<file path="src/rtl/b12_pkg.sv">
// b12_pkg: shared definitions for the b12 autoplayer.
//   - state_e         : autoplayer FSM states
//   - RED..BLUE       : 2-bit colour codes used in the sequence store
//   - WIN_LEDS        : nl pattern the game shows after a won game
//   - colour_to_onehot / onehot_to_colour / is_onehot4 : LED/key encode helpers
package b12_pkg;

   typedef enum logic [2:0] {
      StIdle,
      StStart,
      StListen,
      StPress,
      StRelease,
      StWinWait,
      StEnd
   } state_e;

   localparam logic [1:0] RED    = 2'd0;
   localparam logic [1:0] GREEN  = 2'd1;
   localparam logic [1:0] YELLOW = 2'd2;
   localparam logic [1:0] BLUE   = 2'd3;

   localparam logic [3:0] WIN_LEDS = 4'hF;

   function automatic logic [3:0] colour_to_onehot(input logic [1:0] c);
      return 4'b0001 << c;
   endfunction

   // Only meaningful for one-hot inputs; anything else decodes to RED.
   function automatic logic [1:0] onehot_to_colour(input logic [3:0] v);
      logic [1:0] c;
      case (v)
         4'b0010: c = GREEN;
         4'b0100: c = YELLOW;
         4'b1000: c = BLUE;
         default: c = RED;
      endcase
      return c;
   endfunction

   function automatic logic is_onehot4(input logic [3:0] v);
      return (v != 4'd0) && ((v & (v - 4'd1)) == 4'd0);
   endfunction

endpackage

</file>
<file path="src/rtl/b12_autoplayer_if.sv">
// b12_autoplayer_if: player-side bus between the autoplayer and the b12 game.
//   go     : request to start a game           (env  -> player)
//   nl     : game LEDs, one-hot colour or 4'hF (game -> player)
//   nloss  : game loss LED, active-high        (game -> player)
//   start  : one-cycle start pulse             (player -> game)
//   k      : one-hot key press                 (player -> game)
//   round  : current round, 0 in idle          (player -> env)
//   done/won/lost/fault : sticky outcome flags (player -> env)
// master = autoplayer side, slave = game/environment side.
interface b12_autoplayer_if;

   logic       go;
   logic [3:0] nl;
   logic       nloss;
   logic       start;
   logic [3:0] k;
   logic [5:0] round;
   logic       done;
   logic       won;
   logic       lost;
   logic       fault;

   modport master (
      input  go, nl, nloss,
      output start, k, round, done, won, lost, fault
   );

   modport slave (
      output go, nl, nloss,
      input  start, k, round, done, won, lost, fault
   );

endinterface

</file>
<file path="src/rtl/b12_seq_store.sv">
// b12_seq_store: 32 x 2-bit colour register file, synchronous write, combinational read.
//   clock   : write clock
//   i_we    : write enable
//   i_idx   : shared read/write index
//   i_wdata : colour code to store
//   o_rdata : colour code at i_idx
// Contents are undefined after reset; the autoplayer always writes before it reads.
module b12_seq_store (
   input  logic       clock,
   input  logic       i_we,
   input  logic [4:0] i_idx,
   input  logic [1:0] i_wdata,
   output logic [1:0] o_rdata
);

   logic [1:0] r_mem [32];

   always_ff @(posedge clock) begin
      if (i_we) begin
         r_mem[i_idx] <= i_wdata;
      end
   end

   assign o_rdata = r_mem[i_idx];

endmodule

</file>
<file path="src/rtl/b12_autoplayer.sv">
// b12_autoplayer: closed-loop player for the b12 memory game.
// Each round it records the colours the game flashes on nl, replays them as one-hot key
// presses on k (waiting for the game's echo and release of each), and finally reports
// won / lost / fault.
//   clock : rising-edge clock
//   reset : asynchronous active-low reset
//   ap    : b12_autoplayer_if.master (go, nl, nloss in; start, k, round, flags out)
// Parameters: MAX_ROUNDS (rounds per game, <= 32), WDOG_CYCLES (max wait for an nl event,
// <= 255), ERR_ROUND (round with an injected wrong key; exists only with the macro).
// Build option: define B12_AUTOPLAYER_ERR_INJECT_EN to press a wrong colour on the first
// key of round ERR_ROUND, so the game is expected to end lost in that round.
module b12_autoplayer
   import b12_pkg::*;
#(
   parameter int unsigned MAX_ROUNDS  = 32,
`ifdef B12_AUTOPLAYER_ERR_INJECT_EN
   parameter int unsigned ERR_ROUND   = 3,
`endif
   parameter int unsigned WDOG_CYCLES = 255
) (
   input logic              clock,
   input logic              reset,
   b12_autoplayer_if.master ap
);

   localparam logic [5:0] LastRound = 6'(MAX_ROUNDS);
   localparam logic [7:0] WdogLimit = 8'(WDOG_CYCLES);

   state_e     r_state;
   logic [5:0] r_round;
   logic [4:0] r_idx;
   logic [7:0] r_wdog;
   logic [3:0] r_nl_prev;
   logic       r_start;
   logic [3:0] r_k;
   logic       r_won;
   logic       r_lost;
   logic       r_fault;
   logic       r_done;

   logic       w_busy;
   logic       w_nl_onehot;
   logic       w_capture;
   logic       w_wdog_exp;
   logic       w_nl_bad;
   logic [1:0] w_nl_colour;
   logic [1:0] w_rd_colour;
   logic [1:0] w_key_colour;
   logic [3:0] w_key;

   assign w_busy      = (r_state != StIdle) && (r_state != StEnd);
   assign w_nl_onehot = is_onehot4(ap.nl);
   assign w_nl_colour = onehot_to_colour(ap.nl);
   // A capture is a rising event: LEDs were dark last cycle and show one colour now.
   assign w_capture   = (r_state == StListen) && (r_nl_prev == 4'd0) && w_nl_onehot;
   assign w_nl_bad    = (r_state == StListen) && (ap.nl != 4'd0) && !w_nl_onehot;
   // The count starts at 0 on the first waiting cycle, so reaching the limit means the
   // wait has lasted longer than WDOG_CYCLES cycles.
   assign w_wdog_exp  = (r_wdog >= WdogLimit);

`ifdef B12_AUTOPLAYER_ERR_INJECT_EN
   localparam logic [5:0] ErrRound = 6'(ERR_ROUND);
   assign w_key_colour = ((r_round == ErrRound) && (r_idx == 5'd0)) ? w_rd_colour + 2'd1
                                                                     : w_rd_colour;
`else
   assign w_key_colour = w_rd_colour;
`endif

   assign w_key = colour_to_onehot(w_key_colour);

   b12_seq_store u_seq_store (
      .clock   (clock),
      .i_we    (w_capture),
      .i_idx   (r_idx),
      .i_wdata (w_nl_colour),
      .o_rdata (w_rd_colour)
   );

   always_ff @(posedge clock or negedge reset) begin
      if (!reset) begin
         r_state   <= StIdle;
         r_round   <= 6'd0;
         r_idx     <= 5'd0;
         r_wdog    <= 8'd0;
         r_nl_prev <= 4'd0;
         r_start   <= 1'b0;
         r_k       <= 4'd0;
         r_won     <= 1'b0;
         r_lost    <= 1'b0;
         r_fault   <= 1'b0;
         r_done    <= 1'b0;
      end else begin
         r_nl_prev <= ap.nl;
         r_start   <= 1'b0;
         r_k       <= 4'd0;
         r_wdog    <= w_busy ? r_wdog + 8'd1 : 8'd0;

         if (w_busy && ap.nloss) begin
            r_lost  <= 1'b1;
            r_done  <= 1'b1;
            r_wdog  <= 8'd0;
            r_state <= StEnd;
         end else if (w_busy && w_wdog_exp) begin
            r_fault <= 1'b1;
            r_done  <= 1'b1;
            r_wdog  <= 8'd0;
            r_state <= StEnd;
         end else if (w_nl_bad) begin
            r_fault <= 1'b1;
            r_done  <= 1'b1;
            r_wdog  <= 8'd0;
            r_state <= StEnd;
         end else begin
            unique case (r_state)
               StIdle: begin
                  if (ap.go) begin
                     r_start <= 1'b1;
                     r_state <= StStart;
                  end
               end
               StStart: begin
                  r_round <= 6'd1;
                  r_idx   <= 5'd0;
                  r_wdog  <= 8'd0;
                  r_state <= StListen;
               end
               StListen: begin
                  if (w_capture) begin
                     r_wdog <= 8'd0;
                     if (({1'b0, r_idx} + 6'd1) == r_round) begin
                        r_idx   <= 5'd0;
                        r_state <= StPress;
                     end else begin
                        r_idx <= r_idx + 5'd1;
                     end
                  end
               end
               StPress: begin
                  // The game echoes a pressed key on nl; that ends the press.
                  if (ap.nl == w_key) begin
                     r_wdog  <= 8'd0;
                     r_state <= StRelease;
                  end else begin
                     r_k <= w_key;
                  end
               end
               StRelease: begin
                  if (ap.nl == 4'd0) begin
                     r_wdog <= 8'd0;
                     if ({1'b0, r_idx} < (r_round - 6'd1)) begin
                        r_idx   <= r_idx + 5'd1;
                        r_state <= StPress;
                     end else if (r_round < LastRound) begin
                        r_round <= r_round + 6'd1;
                        r_idx   <= 5'd0;
                        r_state <= StListen;
                     end else begin
                        r_state <= StWinWait;
                     end
                  end
               end
               StWinWait: begin
                  if (ap.nl == WIN_LEDS) begin
                     r_won   <= 1'b1;
                     r_done  <= 1'b1;
                     r_wdog  <= 8'd0;
                     r_state <= StEnd;
                  end
               end
               StEnd: begin
                  if (ap.go) begin
                     r_won   <= 1'b0;
                     r_lost  <= 1'b0;
                     r_fault <= 1'b0;
                     r_done  <= 1'b0;
                     r_start <= 1'b1;
                     r_state <= StStart;
                  end
               end
               default: r_state <= StIdle;
            endcase
         end
      end
   end

   assign ap.start = r_start;
   assign ap.k     = r_k;
   assign ap.round = r_round;
   assign ap.done  = r_done;
   assign ap.won   = r_won;
   assign ap.lost  = r_lost;
   assign ap.fault = r_fault;

endmodule
</file>
<file path="src/flat_wrapper.sv">
// flat-port wrapper written by rule: the top's interface ports become plain ports
module b12_autoplayer_flat import b12_pkg::*;
#(
   parameter int unsigned MAX_ROUNDS  = 32,

   parameter int unsigned WDOG_CYCLES = 255
)
  (clock, reset, ap_go, ap_nl, ap_nloss, ap_start, ap_k, ap_round, ap_done, ap_won, ap_lost, ap_fault);
  b12_autoplayer_if ap_i ();
  input logic clock;
  input logic reset;
  input wire logic [$bits(ap_i.go)-1:0] ap_go;
  input wire logic [$bits(ap_i.nl)-1:0] ap_nl;
  input wire logic [$bits(ap_i.nloss)-1:0] ap_nloss;
  output wire logic [$bits(ap_i.start)-1:0] ap_start;
  output wire logic [$bits(ap_i.k)-1:0] ap_k;
  output wire logic [$bits(ap_i.round)-1:0] ap_round;
  output wire logic [$bits(ap_i.done)-1:0] ap_done;
  output wire logic [$bits(ap_i.won)-1:0] ap_won;
  output wire logic [$bits(ap_i.lost)-1:0] ap_lost;
  output wire logic [$bits(ap_i.fault)-1:0] ap_fault;
  assign ap_i.go = ap_go;
  assign ap_i.nl = ap_nl;
  assign ap_i.nloss = ap_nloss;
  assign ap_start = ap_i.start;
  assign ap_k = ap_i.k;
  assign ap_round = ap_i.round;
  assign ap_done = ap_i.done;
  assign ap_won = ap_i.won;
  assign ap_lost = ap_i.lost;
  assign ap_fault = ap_i.fault;
  b12_autoplayer #(.MAX_ROUNDS(MAX_ROUNDS), .WDOG_CYCLES(WDOG_CYCLES)) u_core (.clock(clock), .reset(reset), .ap(ap_i));
endmodule
</file>
<file path="config.mk">
export PLATFORM = sky130hd
export DESIGN_NAME = b12_autoplayer_flat
export DESIGN_NICKNAME = d
export VERILOG_FILES = /design/src/rtl/b12_pkg.sv /design/src/rtl/b12_autoplayer_if.sv /design/src/rtl/b12_seq_store.sv /design/src/rtl/b12_autoplayer.sv /design/src/flat_wrapper.sv
export SDC_FILE = /design/constraint.sdc
export NUM_CORES = 1
export LEC_CHECK = 0
export ABC_AREA = 1
export CAP_MARGIN = 25
export CELL_PAD_IN_SITES_DETAIL_PLACEMENT = 0
export CELL_PAD_IN_SITES_GLOBAL_PLACEMENT = 1
export CORE_MARGIN = 3
export CORE_UTILIZATION = 50
export DETAILED_ROUTE_END_ITERATION = 16
export PLACE_DENSITY = 0.94
export SLEW_MARGIN = 20
export SYNTH_ARGS = -nofsm -noshare
export SYNTH_HDL_FRONTEND = slang
export SYNTH_SLANG_ARGS = --single-unit
</file>
<file path="constraint.sdc">
create_clock -name clock -period 3.65 [get_ports clock]
set_input_delay 0.365 -clock clock [delete_from_list [all_inputs] [get_ports clock]]
set_output_delay 0.365 -clock clock [all_outputs]
set_load 0.05 [all_outputs]
</file>
# Word level (Yosys, flattened, before mapping)
# Memory sizes are Yosys's and may differ from the RTL's.
# Cells that the tools add are included.
# totals
out_inout_bits	15
n_memories	1
mem_bits_rw	64
reg_bits	35
input_bits	8
wordCells	142
# mem_list
name	words	word_bits	rd	rd_clocked_by_memory_dff	write_ports	line	text
u_core.u_seq_store.r_mem	32	2	1	0	1	b12_seq_store.sv:16	logic [1:0] r_mem [32];
# classes
n_lt_le_gt_ge	3
n_eq_ne	29
mux	56
n_bitwise	4
n_addsub	6
shift	1
reduce_logical	31
# ops
op	count
$mux 8	8
$pmux 8 s5	1
$mux 3	11
$mux 5	5
$mux 4	5
$ne 5x1->1 const B	4
$mux 1	18
$mux 6	3
$pmux 3 s6	1
$pmux 5 s3	1
$reduce_and 7->1	2
$logic_not 4->1	3
$pmux 6 s2	1
$reduce_and 6->1	2
$reduce_bool 3->1	4
$ne 5x4->1 const B	2
$eq 3x3->1 const B	3
$add 8x1->8 const B	1
$eq 4x4->1 const B	2
$ge 8x8->1 const B	1
$logic_and 1x1->1	8
$ne 2x1->1 const B	4
$ne 2x2->1 const B	4
$reduce_bool 2->1	4
28 further kinds	32

# Depth between registers and ports, before layout
# depth
word_depth	10
mapped_depth	23
ltp_nobuf	21

# Hierarchy
# A second synthesis with hierarchy kept.
# unflattened
cells_unflattened	639
area_unflattened_um2	5372.7
# by_module_without_submodules
mod	seq_area_each_um2	instances	cells_per_inst	area_each_um2
b12_seq_store	1921.8	1	305	2964.1
b12_autoplayer	875.8	1	334	2408.6

# Least setup slack after synthesis
# No wires, ideal clock.
# synth_path
path_type	input-to-reg
from	input ap_nl[1]
to	register u_core.r_idx[0]
t_arrival_ns	2.419
cell_stages	13
slack_ns	1.155
t_required_ns	3.573
path_cell_list	nor2_1 > inv_1 > nor3_2 > inv_1 > nand2_1 > nor2_1 > a21oi_4 > nand2_2 > clkinv_2 > o2111ai_1 > inv_1 > nand2_1 > o21ai_1
# synth_between
elab_chain_cells	8
# synth_lines
element	line	text
start, declared	flat_wrapper.sv:13	input wire logic [$bits(ap_i.nl)-1:0] ap_nl;
parallel branches: the longest is 7 deep, another holds $sub 4x1->4	--	
$reduce_and 7->1 (no source line) (*)	--	
end signal, assigned	b12_autoplayer.sv:134	r_idx <= r_idx + 5'd1;
end signal, assigned	b12_autoplayer.sv:151	r_idx <= r_idx + 5'd1;
end, declared	b12_autoplayer.sv:31	logic [4:0] r_idx;
# Mark *: on every way between the ends.
# A chain may end at the register's enable or synchronous reset.

# Worst setup path in the final report
# layout_path
from	register u_core.r_idx[0]
to	register u_core.r_state[0]
# layout_between
elab_chain_cells	7
# layout_lines
element	line	text
parallel branches: the longest is 7 deep, another holds $mem_v2 32x2	--	
end signal, assigned	b12_autoplayer.sv:102	r_state <= StEnd;
end signal, assigned	b12_autoplayer.sv:107	r_state <= StEnd;
end signal, assigned	b12_autoplayer.sv:112	r_state <= StEnd;
end, declared	b12_autoplayer.sv:29	state_e r_state;
# Parallel ways; which one is timed is not known. The select of a mux whose other input is x is not followed.

==> results by group <==
Status
  • Status: finished clean

Place
  • HPWL Detailed: between 7000 and 8000 um
  • GP Congestion: between 0.8 and 0.9
  • IO Port Bufs: 22

CTS
  • Sink Count: just under 100
  • # resized after CTS: 0
  • CTS tree: yes
  • Post-CTS Hold Fix Bufs: 0
  • Clk slew on worst S/H paths: approximately 0.090 ns
  • Post-CTS setup buffers: 0
  • H-tree levels: 3
  • CTS buffer count: 9
  • Worst skew pair latency: approximately 0.37 ns
  • CTS root buf: clkbuf_8
  • Longest Clk Path Bufs: 2

Routing
  • DRC: 0
  • Final WL: ~11000 um
  • Initial DRC Count: 239
  • Via count: a little under 4000
  • WL/cell: approximately 14 um
  • Remaining antenna violation count after routing: 0
  • Vias per cell: between 4 and 5
  • Drt pass-1 iters: 5

Synthesis
  • Synth Cell Area: 5310 um^2
  • Yosys reg bits: roughly 100
  • Syn Area/Cell: around 8.4 um^2
  • Library cells used by synthesis: 39
  • Post-synthesis net count: between 600 and 700
  • Synth top area share: a little over a third
  • Post-Synthesis Cells: ~630
  • Sequential area share after synthesis: about 53%
  • Post-synth top area cell: edfxtp_1
  • Ranking of synthesized cells by area: edfxtp_1 36%, dfrtp_1 16%, nand2_1 13%
  • Yosys warns: 0

Worst setup path
  • FF-to-FF Start: u_core.r_idx[0]$_DFFE_PN0P_
  • Crit end category: flop
  • CP Class: reg -> reg
  • Crit-path max FO: 35
  • Critical Path Source: u_core.r_idx[0]$_DFFE_PN0P_
  • Req. time, crit path: around 4 ns
  • Crit path launch type: flop
  • Cell repeated most along the worst path: nand2_1
  • CP max stage delay: 0.88 ns
  • Critical path arrival: between 2 and 3 ns
  • Critical Path Slowest Stage Cell: dfrtp_1
  • CP cell instances: inv_8 -> nand2_1 -> nand2_1 -> nand2_1 -> nand2_1 -> nand2_1 -> nand2_1 -> nor2_1 -> nand2_1 -> inv_2 -> nand2_1 -> nand2_1 -> nand2_1 -> nor2_2 -> nand2_2 -> nand2_4 -> nand2_4 -> nand2_4 -> nand2_2 -> nand2_1 -> nand2_1

STA
  • Max Slew Vio Count: 0
  • Max-slew headroom: approximately 37%
  • RSZ-0062 raised after global routing: false
  • Clock skew: between 0.01 and 0.015 ns
  • Post-route setup TNS: 0 ns
  • Worst-Margin Slew: 0.944 ns
  • Final min period: between 2 and 3 ns
  • Max Clock Freq: approximately 370 MHz
  • Hold Violations, Final: 0
  • Final cycle utilization of the critical path: between 70 and 80%
  • Final setup violation count: 0

Pwr
  • Worst vdd ir: between 300 and 400 uV
  • Pwr/cell area: about 620 nW/um^2
  • Pleak: roughly 0.0027 uW
  • Final Total Pwr: 3620 uW

Layout
  • Total Nets Final: between 600 and 700
  • Commonest cells after routing, fill and taps aside: 184 x nand2_1, 116 x inv_1, 65 x nor2_1
  • Synth-to-layout area growth: 9.85%
  • Fillers: ~900
  • Most common cell after layout, fill and taps aside: nand2_1
  • Layout cells sized above 1: around 6.7%
  • Diodes inserted: 0

Floorplanning
  • Initial Util: roughly 53%
  • Core Region: 10000 um^2
  • Row count: 36
  • Die Wd: ~110 um
  • Total die area: ~12000 um^2
  • Die Y: approximately 110 um
  • Io pins: 23

Run
  • # Max-Cap Violations: 0

Global routing
  • First-pass GRT wire length: 18400 um
  • Pin count of the biggest net entering global routing: 36
  • Total Routing Usage GR: approximately a fifth
  • Vias in the first global route: 3856
  • Antenna violations before repair: 0
  • GRT overflow: 0

Worst hold path
  • Worst Hold Class: in -> async
## per-stage QoR
| stage | instance area (um^2) | instances | hold slack (ns) | setup slack [ns] | util [%] |
|---|---|---|---|---|---|
| 2_1_floorplan | 5310 | 632 | 0.0694 | 1.15 | - |
| 3_3_place_gp | 5630 | 778 | 0.488 | 0.962 | 56.0 |
| 3_5_place_dp | 5630 | 778 | 0.492 | 0.869 | 56.0 |
| 4_1_cts | 5830 | 794 | 0.405 | 0.907 | 58.1 |
| 5_1_grt | 5830 | 794 | 0.437 | 0.522 | 58.1 |
| 6_report | 5830 | 794 | 0.403 | 0.929 | 58.1 |
## worst max-delay path, delay by kind of cell (launching register included)
kind | cells | cell delay (ns)
flops | 1 | 0.88
simple gates | 19 | 1.46
buf+inv | 2 | 0.30
## sequential cells by signal, summed over array words and instances (netlist names)
signal                    flops
u_core.u_seq_store.r_mem     64
u_core.r_wdog                 8
u_core.ap.round               6
u_core.r_idx                  5
u_core.ap.k                   4
u_core.r_nl_prev              4
u_core.r_state                3
u_core.ap.done                1
u_core.ap.fault               1
u_core.ap.lost                1
u_core.ap.start               1
u_core.ap.won                 1
## path summary, 6_finish.rpt
check / cells past startpoint / endpoint / slack (ns)
setup / recovery: 21 / u_core.r_state[0]$_DFFE_PN0P_ / 0.93
hold reg to reg: 2 / u_core.r_state[2]$_DFFE_PN0P_ / 0.51
min in group clock: 2 / u_core.r_state[2]$_DFFE_PN0P_ / 0.51
hold / removal: 2 / u_core.ap.won$_DFFE_PN0P_ / 0.40
setup reg to reg: 21 / u_core.r_state[0]$_DFFE_PN0P_ / 0.93
max in group asynchronous: 2 / u_core.ap.round[1]$_DFFE_PN0P_ / 2.93
## cells by family (layout without fill, tap and decap cells)
group	after synthesis	in the layout	synth area share (%)
compound gates	35	35	3.93
xor+xnor	11	11	1.81
fa+ha+maj	12	12	2.83
buf+inv	138	167	11.3
flops	99	99	52.7
simple gates	337	337	27.5
## layout make-up
cell class	instances	area, um^2	area share, %
Sequential cell	99	2800	48.0
Inverter	124	474	8.13
Tap cell	133	166	2.85
Timing Repair Buffer	27	270	4.63
Clock inverter	4	50.0	0.858
Clock buffer	12	155	2.66
Multi-Input combinational cell	395	1920	32.9
## routing by layer
metal  track usage [%]  part of all wire (%)
met1              27.8                    48
met3              3.20                   3.9
met2              32.8                    47
met5                 0                     0
met4              6.58                   1.3
## power by group
group          total, uW  internal [uW]  switching (uW)
sequential          1400           1280             115
clock                730            354             376
combinational       1490            482            1010
total               3620           2120            1500
## synthesized netlist by cell type
master     instances
xor2_1            10
nand2_2            6
o21ai_1            6
or2_2              1
nand2_4            3
buf_2              3
nand3_4            1
clkinv_1           3
ha_1              12
nand2_1          184
o31ai_1            2
nor2_2             3
edfxtp_1          64
o22ai_1            2
nand4_1            7
a21oi_1            8
buf_6              9
xnor2_1            1
and2_1             1
inv_1            116
a21o_1             1
nand3_1           44
nor3b_1            2
clkinv_2           1
o2111ai_1          2
a31oi_1            2
dfrtp_1           35
nor2_1            65
nor4_1             1
o21ai_0           10
inv_8              1
nor3_2             4
clkbuf_1           2
nor3_1            13
o211ai_1           1
nand3b_1           1
a21oi_4            1
or4_1              1
inv_2              3
(Power assumes the default switching activity.)
